<file path="config.mk">
export PLATFORM = sky130hd
export DESIGN_NAME = riscv_decode_ctrl
export DESIGN_NICKNAME = d
export VERILOG_FILES = /design/src/rtl/riscv_decode_ctrl.sv
export SDC_FILE = /design/constraint.sdc
export NUM_CORES = 1
export LEC_CHECK = 0
export BUFFER_PORTS_ARGS = -buffer_cell sky130_fd_sc_hd__buf_4
export CAP_MARGIN = 20
export CORE_AREA = 2 2 102 104
export CTS_BUF_LIST = sky130_fd_sc_hd__clkbuf_16
export DETAILED_ROUTE_END_ITERATION = 12
export DIE_AREA = 0 0 104 106
export GPL_TIMING_DRIVEN = 0
export PLACE_DENSITY = 0.76
export SYNTH_ARGS = -nofsm -noshare
export SYNTH_HDL_FRONTEND = slang
export SYNTH_SLANG_ARGS = --single-unit
export TNS_END_PERCENT = 1
</file>
<file path="constraint.sdc">
create_clock -name clk -period 2.55 [get_ports clk]
set_clock_uncertainty 0.15 [all_clocks]
set_input_delay 0.1275 -clock clk [delete_from_list [all_inputs] [get_ports clk]]
set_output_delay 0.1275 -clock clk [all_outputs]
set_load 0.1 [all_outputs]
</file>
<file path="src/rtl/riscv_decode_ctrl.sv">
// RV32I decode and multi-cycle control FSM (IDLE/DECODE/EXEC/MEM/WB) driving the ALU and data memory.
// Optional macro FUNCT7_CHECK_EN rejects R-type / shift-immediate encodings with illegal funct7.
module riscv_decode_ctrl #(
    parameter int unsigned MEM_TIMEOUT = 15
) (
    input  logic        clk,
    input  logic        rst,
    input  logic        inst_valid,
    output logic        inst_ready,
    input  logic [31:0] inst,
    input  logic        doBranch,
    input  logic        mem_ready,
    output logic [3:0]  ALUOp,
    output logic        ALUSrc,
    output logic [2:0]  funct3,
    output logic [6:0]  funct7,
    output logic [31:0] imm32,
    output logic [4:0]  rs1,
    output logic [4:0]  rs2,
    output logic [4:0]  rd,
    output logic        RegWrite,
    output logic        MemRead,
    output logic        MemWrite,
    output logic        MemtoReg,
    output logic [1:0]  pc_src,
    output logic        instr_done,
    output logic        err
);

    localparam logic [2:0] S_IDLE   = 3'd0;
    localparam logic [2:0] S_DECODE = 3'd1;
    localparam logic [2:0] S_EXEC   = 3'd2;
    localparam logic [2:0] S_MEM    = 3'd3;
    localparam logic [2:0] S_WB     = 3'd4;

    localparam logic [6:0] OP_R      = 7'b0110011;
    localparam logic [6:0] OP_IARITH = 7'b0010011;
    localparam logic [6:0] OP_LOAD   = 7'b0000011;
    localparam logic [6:0] OP_STORE  = 7'b0100011;
    localparam logic [6:0] OP_BRANCH = 7'b1100011;
    localparam logic [6:0] OP_JAL    = 7'b1101111;
    localparam logic [6:0] OP_JALR   = 7'b1100111;
    localparam logic [6:0] OP_LUI    = 7'b0110111;
    localparam logic [6:0] OP_AUIPC  = 7'b0010111;

    localparam logic [15:0] TIMEOUT_L = 16'(MEM_TIMEOUT);

    logic [2:0]  r_state;
    logic        r_ready_en;
    logic [3:0]  r_aluop;
    logic        r_alusrc;
    logic [2:0]  r_funct3;
    logic [6:0]  r_funct7;
    logic [31:0] r_imm;
    logic [4:0]  r_rs1, r_rs2, r_rd;
    logic        r_load, r_store, r_branch, r_jal, r_jalr;
    logic        r_regwrite, r_illegal;
    logic [1:0]  r_pc_src;
    logic [15:0] r_cnt;
    logic        r_err;

    logic [6:0]  w_opcode;
    logic [2:0]  w_f3;
    logic [6:0]  w_f7;
    logic [31:0] w_imm_i, w_imm_s, w_imm_b, w_imm_j, w_imm_u;
    logic [3:0]  w_aluop;
    logic        w_alusrc;
    logic [31:0] w_imm;
    logic [4:0]  w_rs1, w_rs2, w_rd;
    logic        w_load, w_store, w_branch, w_jal, w_jalr, w_wr_class, w_illegal;
    logic [1:0]  w_pc_src_exec;
    logic [15:0] w_cnt_inc;
    logic        w_inst_ready;

    assign w_opcode = inst[6:0];
    assign w_f3     = inst[14:12];
    assign w_f7     = inst[31:25];
    assign w_imm_i  = {{20{inst[31]}}, inst[31:20]};
    assign w_imm_s  = {{20{inst[31]}}, inst[31:25], inst[11:7]};
    assign w_imm_b  = {{19{inst[31]}}, inst[31], inst[7], inst[30:25], inst[11:8], 1'b0};
    assign w_imm_j  = {{11{inst[31]}}, inst[31], inst[19:12], inst[20], inst[30:21], 1'b0};
    // U immediate stays unshifted; the ALU applies the <<12 itself.
    assign w_imm_u  = {12'd0, inst[31:12]};

    always_comb begin
        w_aluop    = 4'b1111;
        w_alusrc   = 1'b0;
        w_imm      = 32'd0;
        w_rs1      = inst[19:15];
        w_rs2      = inst[24:20];
        w_rd       = inst[11:7];
        w_load     = 1'b0;
        w_store    = 1'b0;
        w_branch   = 1'b0;
        w_jal      = 1'b0;
        w_jalr     = 1'b0;
        w_wr_class = 1'b0;
        w_illegal  = 1'b0;
        case (w_opcode)
            OP_R: begin
                w_aluop    = 4'b0010;
                w_wr_class = 1'b1;
`ifdef FUNCT7_CHECK_EN
                if (!((w_f7 == 7'h00) || ((w_f7 == 7'h20) && ((w_f3 == 3'd0) || (w_f3 == 3'd5)))))
                    w_illegal = 1'b1;
`endif
            end
            OP_IARITH: begin
                w_aluop    = 4'b0011;
                w_alusrc   = 1'b1;
                w_imm      = w_imm_i;
                w_rs2      = 5'd0;
                w_wr_class = 1'b1;
`ifdef FUNCT7_CHECK_EN
                if ((w_f3 == 3'd1) && (w_f7 != 7'h00))
                    w_illegal = 1'b1;
                if ((w_f3 == 3'd5) && (w_f7 != 7'h00) && (w_f7 != 7'h20))
                    w_illegal = 1'b1;
`endif
            end
            OP_LOAD: begin
                w_aluop    = 4'b0000;
                w_alusrc   = 1'b1;
                w_imm      = w_imm_i;
                w_rs2      = 5'd0;
                w_load     = 1'b1;
                w_wr_class = 1'b1;
            end
            OP_STORE: begin
                w_aluop  = 4'b0000;
                w_alusrc = 1'b1;
                w_imm    = w_imm_s;
                w_rd     = 5'd0;
                w_store  = 1'b1;
            end
            OP_BRANCH: begin
                w_aluop  = 4'b0001;
                w_imm    = w_imm_b;
                w_rd     = 5'd0;
                w_branch = 1'b1;
            end
            OP_JAL: begin
                w_aluop    = 4'b0100;
                w_imm      = w_imm_j;
                w_rs1      = 5'd0;
                w_rs2      = 5'd0;
                w_jal      = 1'b1;
                w_wr_class = 1'b1;
            end
            OP_JALR: begin
                w_aluop    = 4'b0100;
                w_imm      = w_imm_i;
                w_rs2      = 5'd0;
                w_jalr     = 1'b1;
                w_wr_class = 1'b1;
            end
            OP_LUI, OP_AUIPC: begin
                w_aluop    = (w_opcode == OP_LUI) ? 4'b0101 : 4'b0110;
                w_alusrc   = 1'b1;
                w_imm      = w_imm_u;
                w_rs1      = 5'd0;
                w_rs2      = 5'd0;
                w_wr_class = 1'b1;
            end
            default: w_illegal = 1'b1;
        endcase
        if (w_illegal) begin
            w_aluop    = 4'b1111;
            w_load     = 1'b0;
            w_store    = 1'b0;
            w_branch   = 1'b0;
            w_jal      = 1'b0;
            w_jalr     = 1'b0;
            w_wr_class = 1'b0;
        end
    end

    always_comb begin
        w_pc_src_exec = 2'd0;
        if (r_branch)
            w_pc_src_exec = doBranch ? 2'd1 : 2'd0;
        else if (r_jal)
            w_pc_src_exec = 2'd1;
        else if (r_jalr)
            w_pc_src_exec = 2'd2;
    end

    assign w_cnt_inc    = r_cnt + 16'd1;
    assign w_inst_ready = (r_state == S_IDLE) && r_ready_en;

    always_ff @(posedge clk or negedge rst) begin
        if (!rst) begin
            r_state    <= S_IDLE;
            r_ready_en <= 1'b0;
            r_aluop    <= 4'b1111;
            r_alusrc   <= 1'b0;
            r_funct3   <= 3'd0;
            r_funct7   <= 7'd0;
            r_imm      <= 32'd0;
            r_rs1      <= 5'd0;
            r_rs2      <= 5'd0;
            r_rd       <= 5'd0;
            r_load     <= 1'b0;
            r_store    <= 1'b0;
            r_branch   <= 1'b0;
            r_jal      <= 1'b0;
            r_jalr     <= 1'b0;
            r_regwrite <= 1'b0;
            r_illegal  <= 1'b0;
            r_pc_src   <= 2'd0;
            r_cnt      <= 16'd0;
            r_err      <= 1'b0;
        end else begin
            r_ready_en <= 1'b1;
            r_err      <= 1'b0;
            case (r_state)
                S_IDLE: begin
                    if (w_inst_ready && inst_valid) begin
                        r_aluop    <= w_aluop;
                        r_alusrc   <= w_alusrc;
                        r_funct3   <= w_f3;
                        r_funct7   <= w_f7;
                        r_imm      <= w_imm;
                        r_rs1      <= w_rs1;
                        r_rs2      <= w_rs2;
                        r_rd       <= w_rd;
                        r_load     <= w_load;
                        r_store    <= w_store;
                        r_branch   <= w_branch;
                        r_jal      <= w_jal;
                        r_jalr     <= w_jalr;
                        r_regwrite <= w_wr_class && (w_rd != 5'd0);
                        r_illegal  <= w_illegal;
                        r_pc_src   <= 2'd0;
                        r_cnt      <= 16'd0;
                        r_state    <= S_DECODE;
                    end
                end
                S_DECODE: begin
                    if (r_illegal) begin
                        r_err   <= 1'b1;
                        r_state <= S_IDLE;
                    end else begin
                        r_state <= S_EXEC;
                    end
                end
                S_EXEC: begin
                    r_pc_src <= w_pc_src_exec;
                    r_state  <= (r_load || r_store) ? S_MEM : S_WB;
                end
                S_MEM: begin
                    if (mem_ready) begin
                        r_state <= S_WB;
                    end else if ((TIMEOUT_L != 16'd0) && (w_cnt_inc == TIMEOUT_L)) begin
                        r_err   <= 1'b1;
                        r_state <= S_IDLE;
                    end else begin
                        r_cnt <= w_cnt_inc;
                    end
                end
                S_WB: begin
                    r_pc_src <= 2'd0;
                    r_state  <= S_IDLE;
                end
                default: r_state <= S_IDLE;
            endcase
        end
    end

    // pc_src follows doBranch live during EXEC, then holds the sampled choice until IDLE.
    assign inst_ready = w_inst_ready;
    assign ALUOp      = (r_state == S_IDLE) ? 4'b1111 : r_aluop;
    assign ALUSrc     = r_alusrc;
    assign funct3     = r_funct3;
    assign funct7     = r_funct7;
    assign imm32      = r_imm;
    assign rs1        = r_rs1;
    assign rs2        = r_rs2;
    assign rd         = r_rd;
    assign RegWrite   = (r_state == S_WB) && r_regwrite;
    assign MemRead    = (r_state == S_MEM) && r_load;
    assign MemWrite   = (r_state == S_MEM) && r_store;
    assign MemtoReg   = (r_state == S_WB) && r_load;
    assign pc_src     = (r_state == S_EXEC) ? w_pc_src_exec : r_pc_src;
    assign instr_done = (r_state == S_WB);
    assign err        = r_err;

endmodule
</file>
Word-level counts from Yosys, hierarchy flattened

Cells that the tools add are included.

Flip-flop bits (word level): 92
Bits of input ports: 37

$add $sub $neg: 1
Eq/ne operators: 18
Multiplexer cells: 43
Reduce and logical (&&, ||, !) cells: 26

Operators by type and width:

| operator                | count |
|---|---|
| $pmux W32 S5            | 1 |
| $mux W16                | 3 |
| $pmux W16 S2            | 1 |
| $pmux W4 S6             | 1 |
| $eq A7 B6 Y1 const B    | 3 |
| $eq A7 B7 Y1 const B    | 3 |
| $mux W1                 | 18 |
| $add A16 B1 Y16 const B | 1 |
| $eq A16 B4 Y1 const B   | 1 |
| $mux W5                 | 3 |
| $eq A7 B5 Y1 const B    | 2 |
| $mux W2                 | 7 |
| $mux W3                 | 4 |
| $pmux W3 S4             | 1 |
| $reduce_or A9 Y1        | 1 |
| $mux W4                 | 2 |
| $reduce_or A2 Y1        | 4 |
| $eq A7 B2 Y1 const B    | 1 |
| $logic_and A1 B1 Y1     | 7 |
| $reduce_or A7 Y1        | 1 |
| $eq A3 B2 Y1 const B    | 2 |
| $pmux W2 S3             | 1 |
| $reduce_and A2 Y1       | 3 |
| $reduce_or A3 Y1        | 2 |
| other kinds (14)        | 15 |

Logic depth before layout (Yosys ltp)

Gate-level depths: netlist (run 1).

Word-level depth: 5
Mapped depth: 10

Least setup slack after synthesis (run 1)

Ideal clock, no wire load.

Kind: reg-to-output
Start point: reg r_state[1]
End point: out MemtoReg
Arrival time: 3.824 ns
Data required time: 2.273 ns
Slack: -1.552 ns
Stages on the path, launching flop included: 4
Buffers on the path: 1
Cell sequence: dfrtp_1 > clkbuf_1 > nor3b_1 > and2_1

Word-level cells in the longest chain between the ends: 2

Ends and longest elaborated chain:

| item                     | line | source |
|---|---|---|
| start: declaration       | 48   | `logic [2:0] r_state;` |
| start signal: assignment | 249  | `r_state <= (r_load \|\| r_store) ? S_MEM : S_WB;` |
| $eq A3 B3 Y1             | n/a  |  |
| net instr_done           | 26   | `output logic instr_done,` |
| $logic_and A1 B1 Y1      | 283  | `assign MemtoReg = (r_state == S_WB) && r_load;` |
| end: declaration         | 24   | `output logic MemtoReg,` |

The timed path passes the listed nets, and every way through them passes these cells.

Worst setup path after layout (run 1)

Start point: reg r_cnt[1]
End point: reg r_cnt[0]

Word-level cells in the longest chain between the ends: 4

Ends and longest elaborated chain:

| item                        | line | source |
|---|---|---|
| start: declaration          | 59   | `logic [15:0] r_cnt;` |
| start signal: assignment    | 258  | `r_cnt <= w_cnt_inc;` |
| $add A16 B1 Y16             | 188  | `assign w_cnt_inc = r_cnt + 16'd1;` |
| $eq A16 B4 Y1               | 254  | `end else if ((TIMEOUT_L != 16'd0) && (w_cnt_inc == TIMEOUT_L)) begin` |
| $ne A2 B2 Y1 (no line)      | n/a  |  |
| $reduce_and A4 Y1 (no line) | n/a  |  |

Every way passes these cells.
A chain may end at the register's enable or synchronous reset.

==> run metrics, run 1 <==
Post-Syn Instances 458; final worst path period share 100%; Worst slew margin 29.5%; Power Density 721 nW/um^2; number of nets in the layout 640; Core Region 10000 sq um; initial antenna violation count 0; post-layout instance area 5940 sq um; slowest CP cell or3_4; Worst path max stage delay 0.44 ns; Num CTS Buffers 9; syn_area_per_cell 9.50 sq um; post-route ant nets 0; Clock Path Buffers 2; placed cell areas 5320 sq um; Fill cells 872; DRC 0; H-tree depth reported by CTS 3; GP Congestion 0.858; startpoint types flip-flop; DR top layer met4; Hold Crit Class in2reg; Pleak 2.82 nW; largest net degree at the start of global routing 82; unrepaired setup endpoints after global routing yes; Clock Sinks 81; Initial DRT Pass Iterations 5; outcome finished clean; number of port buffers 105; crit path buf inv count 2; All-Layer GR Usage 24.1%; 1st-iter DRT viols 330; fmax 392 MHz; gr ovfl total 0; Largest delay share family, worst path simple AND/OR/NAND/NOR gates; worst skew pair latency 0.33 ns; crit-path cells ha_4 > nand4_1 > or3_4 > a22oi_2 > a211oi_2 > a31o_1 > buf_6 > and2_4 > buf_6 > a21o_1; Met1 Wirelength 5320 microns; CTS tree done; Ports 108; WL met2 6520 microns; hpwl dp 9020 microns; Yosys reg bits 81; Hold Vio Cnt, Final 0; Root Driver clkbuf_16; Crit. End Element flip-flop; Die W 104 microns; vias in the first global route 4152; Slew @ Worst Pin 1.05 ns; Die H 106 microns; Final Core Density 59.4%; Tmin final 2.55 ns; Worst path most repeated cell buf_6; Setup Viol. Count Final 0; Vias 4211; CP Data Arrival Time 2.62 ns; global-route wire length before repair 21100 microns; Syn-to-layout area delta 36.4%; post-CTS setup buffers 0; synth warn 0; detailed-route wire length 13200 microns; row count 37; critical path type reg2reg; share of cells above drive strength 1 30.0%; Starting Density 43.5%; Fin Hold WS 0.0331 ns; Req. time, crit path 2.62 ns; routed wl met3 1000 microns; Max-Cap Viols 0; FFs w/ async S/R, synth 100%; post-synth cell types 66; sequential fraction of the synthesis area 46.7%; # diodes 0; Max Slew Vio Count 0; clock transition at the registers of the reported paths 0.06 ns; peak supply drop 693 uV; Die ar. 11000 sq um; Crit Path Max Fanout 9; Net Count, Synth 497; Post-synth EDFFs 0; Top FF cell, synth dfrtp_1; WL/cell 17.8 microns; via/cell ratio 5.68; Syn Std Cell Area 4350 sq um
[cells by family after synthesis]
group	Yosys count	synth area share, %
DFF	81	46.7
muxes	4	0.920
adders and majority gates	2	0.575
xor gates and xnor gates	3	0.604
and+or+nand+nor	191	23.0
buffers and inverters	55	6.85
AOI/OAI and AO/OA	121	21.3
other	1	0.0862
[synthesized netlist by cell type, types with 7 or more instances]
library cell	count	area, sq um
dfrtp_1	77	1930
nand2_1	66	248
nor2_1	38	143
o21ai_0	22	110
clkbuf_1	21	78.8
a22o_1	18	158
nand3_1	17	85.1
a221oi_1	15	131
buf_4	14	105
o31ai_1	11	82.6
a21o_1	9	67.6
a21oi_1	9	45.0
and2_1	8	50.1
nor3_1	8	40.0
and3_1	7	43.8
inv_1	7	26.3
[final timing paths]
path / start / to / slack, ns / cells past startpoint
max reg2reg: r_cnt[1]$_DFFE_PN0P_ / r_cnt[0]$_DFFE_PN0P_ / 0.0008 / 10
min in group asynchronous: rst / err$_DFF_PN0_ / 0.04 / 2
min reg2reg: r_jalr$_DFFE_PN0P_ / r_jalr$_DFFE_PN0P_ / 0.33 / 2
min: inst[2] / r_branch$_DFFE_PN0P_ / 0.03 / 4
max in group asynchronous: rst / r_aluop[2]$_DFFE_PN1P_ / 1.61 / 3
max: r_cnt[1]$_DFFE_PN0P_ / r_cnt[0]$_DFFE_PN0P_ / 0.0008 / 10
[cell usage in the layout (no fill, tap or decap), types with 5 or more instances in the layout]
cell type,count
a31oi_1,6
nor2_1,37
nand4_1,5
dlygate4sd3_1,26
buf_2,6
nand2_1,66
or2_2,5
and2_1,7
clkbuf_16,9
inv_1,7
a22o_1,18
o21ai_0,22
a21oi_1,9
nand3_1,16
o31ai_1,11
and3_1,7
dfrtp_1,75
a21o_1,9
clkbuf_1,20
nor3_1,7
nor2b_1,5
a221oi_1,15
buf_4,119
[tightest hold or removal path: stages]
cell	delay [ns]
buf_4	0.12
nor4b_4	0.09
nand3_1	0.09
nand2_1	0.05
[metrics by stage]
step	setup slack, ns	instances	setup TNS (ns)	total power, W
after global routing	-0.101	742	-0.613	0.00442
after floorplan	-0.0605	458	-0.0605	0.00264
final	0.000825	742	0	0.00428
after CTS	0.0106	741	0	0.00428
after global placement	-0.151	699	-1.38	0.00301
after detailed placement	-0.234	699	-3.03	0.00302
[per-layer routing]
layer  vias to the layer above  track usage (%)
li1                       1937                -
met1                      2044             29.6
met2                       200             40.9
met3                        30             5.95
met4                         0             9.85
met5                         -                0
[timing repair]
action,CTS,global route
endpoints found under the hold margin,122,0
pin swaps,2,3
gates resized for setup,7,6
setup endpoints to repair,34,37
hold buffers,26,0
[final cells by class]
type	instances	area [sq um]	share of cell area, %
Tap cell	136	170	2.87
Clock inverter	7	52.6	0.885
Timing Repair Buffer	132	1080	18.1
Sequential cell	81	2030	34.3
Clock buffer	9	225	3.79
Buffer	48	273	4.60
Inverter	7	26.3	0.443
Multi-Input combinational cell	322	2080	35.0
[flip-flops by register name (all words and copies together) (netlist names)]
name	flops
r_state	3
r_jalr	1
r_branch	1
funct3	3
r_cnt	16
r_regwrite	1
rd	5
r_aluop	4
imm32	21
ALUSrc	1
rs1	5
r_jal	1
err	1
r_store	1
funct7	7
rs2	5
r_load	1
r_illegal	1
r_pc_src	2
r_ready_en	1
[report_power, final]
part / switching, W / internal, W / leakage (nW)
Clock: 0.000559 / 0.000669 / 0.138
Sequential: 0.0000824 / 0.00142 / 1.06
Combinational: 0.00121 / 0.000341 / 1.62
Total: 0.00186 / 0.00243 / 2.82
(Power assumes the default switching activity.)
==> run 2: changes to the inputs <==
- CORE_AREA: 2 2 102 104 -> 2 2 99 101
- DIE_AREA: 0 0 104 106 -> 0 0 101 103
- PLACE_DENSITY: 0.76 -> 0.8
==> run 2 against run 1 <==
Compared with the run above: the run now ends with negative setup slack left; utilization rose by 3.3 points; wire length barely moved; clock-buffer cell count did not move; critical path depth did not move; die area fell by 5.6%; sequential cell count did not move; sequential power barely moved; via count rose by 1.7%; critical path type unchanged.
==> run metrics, run 2 (synthesized netlist as in run 1, its figures left out) <==
smallest setup slack after layout -0.0174 ns; gr ovfl total 0; Worst path most repeated cell buf_6; CP Data Arrival Time 2.65 ns; initial antenna violation count 0; fin cells 720; CTS tree done; Net Sw Power 0.00190 W; placed cell areas 5290 sq um; Logic pwr share 35.8%; unrepaired setup endpoints after global routing yes; global-route wire length before repair 21200 microns; Syn-to-layout area delta 36.2%; Power Density 734 nW/um^2; Fill cells 773; DP Cell Count 677; Die ar. 10400 sq um; via/cell ratio 5.95; Tmin final 2.57 ns; vias in the first global route 4221; Slew @ Worst Pin 1.02 ns; clock transition at the registers of the reported paths 0.07 ns; pre-CTS setup slack -0.288 ns; startpoint types flip-flop; Crit. End Element flip-flop; # diodes 0; hpwl dp 8940 microns; Internal 0.00245 W; Max-Cap Viols 0; Pleak 2.82 nW; Largest delay share family, worst path simple AND/OR/NAND/NOR gates; Clock Sinks 81; M3 GR Usage 6.71%; Num CTS Buffers 9; DRC 0; Initial DRT Pass Iterations 5; failing checks negative setup slack; 1st-iter DRT viols 269; crit path buf inv count 2; post-route ant nets 0; register area 2030 sq um; post-layout instance area 5920 sq um; outcome finished, violations left; Setup Viol. Count Final 3; Starting Density 46.0%; Hold Vio Cnt, Final 0; row count 36; Worst slew margin 31.5%; worst skew pair latency 0.34 ns; GP Congestion 0.889; number of port buffers 105; share of cells above drive strength 1 30.2%; final worst path period share 101%; Crit Path Max Fanout 9; grt peak-use layer met2; detailed-route wire length 13200 microns; area used by multi-input combinational logic 2070 sq um; Seq pwr share 34.5%; Hold Crit Class in2reg; Vias 4281; All-Layer GR Usage 26.3%; global routing usage on met2 45.0%; H-tree depth reported by CTS 3; fmax 390 MHz; Clock Path Buffers 2; Ports 108; Core Region 9460 sq um; critical path type reg2reg; Max Slew Vio Count 0; Worst path max stage delay 0.44 ns; Final TNS setup -0.0388 ns; r2r setup slk -0.02 ns; crit-path cells ha_4 > nand4_1 > or3_4 > a22oi_2 > a211oi_2 > a31o_1 > buf_6 > and2_4 > buf_6 > a21o_1; number of nets in the layout 640; Req. time, crit path 2.63 ns; most common cell after layout, fill and taps aside buf_4; largest net degree at the start of global routing 82; Die W 101 microns; peak supply drop 627 uV; slowest CP cell or3_4; Root Driver clkbuf_16; commonest cells after routing, fill and taps aside 119 x buf_4, 75 x dfrtp_1, 66 x nand2_1, 37 x nor2_1, 26 x dlygate4sd3_1; met1 usage in global routing 31.8%; Die H 103 microns; WL/cell 18.3 microns; Largest register FFs 21; power share of the clock group 29.7%; sw frac 43.7%; Final Core Density 62.6%
[run 2: changes by cell type in the layout (fill, tap and decap cells not counted)]
cell,change
clkbuf_1,-2
clkbuf_2,+2
clkinv_1,-1
clkinv_2,-1
clkinv_4,-1
clkinv_8,+1
clkinvlp_4,+2
inv_6,-3
inv_8,+3
nor4b_1,+1
nor4b_2,-1
o21a_1,+1
o21a_2,-1
[run 2: routing by layer]
metal  vias to the layer above  share of wire, %
li1                       1942                 -
met1                      2100                38
met2                       208                51
met5                         -                 0
met4                         0               2.6
met3                        31               8.3
[run 2: what timing repair did]
item,in CTS,in global routing
endpoints found under the hold margin,121,0
pin swaps,0,3
endpoints found under the setup margin,43,59
hold buffers,26,0
buffers inserted,0,0
gates resized for setup,3,12
[run 2: path summary, 6_finish.rpt]
kind	start	to	cells after the start
hold reg to reg	funct7[5]$_DFFE_PN0P_	funct7[5]$_DFFE_PN0P_	2
setup / recovery	r_cnt[1]$_DFFE_PN0P_	r_cnt[10]$_DFFE_PN0P_	10
setup reg to reg	r_cnt[1]$_DFFE_PN0P_	r_cnt[10]$_DFFE_PN0P_	10
hold / removal	inst[2]	r_branch$_DFFE_PN0P_	4
min in group asynchronous	rst	r_cnt[2]$_DFFE_PN0P_	2
max in group asynchronous	rst	r_cnt[0]$_DFFE_PN0P_	3
[run 2: layout make-up]
type / instances / share of cell area (%)
buffer: 48 / 4.65
clock buffer: 9 / 3.80
clock inverter: 7 / 1.25
inverter: 7 / 0.444
multi-input combinational: 322 / 35.0
sequential: 81 / 34.3
tap: 114 / 2.41
timing repair buffer: 132 / 18.2
[run 2: tightest hold or removal path, stage by stage]
cell and delay (ns):
buf_4 0.12, nor4b_4 0.09, nand3_1 0.10, nand2_1 0.05
[run 2: power groups by stage]
stage / Clock, W / Combinational, W / Sequential, W
after floorplan: 0 / 0.000279 / 0.00236
after global placement: 0 / 0.00150 / 0.00151
after detailed placement: 0 / 0.00151 / 0.00151
after CTS: 0.00132 / 0.00154 / 0.00150
after global routing: 0.00137 / 0.00161 / 0.00152
final: 0.00129 / 0.00156 / 0.00150
[run 2: stage by stage]
step	hold WS, ns	total power, W
floorplan	-0.318	0.00264
global placement	0.198	0.00301
detailed placement	0.197	0.00302
CTS	0.0199	0.00436
global route	0.0351	0.00449
finish	0.0232	0.00435
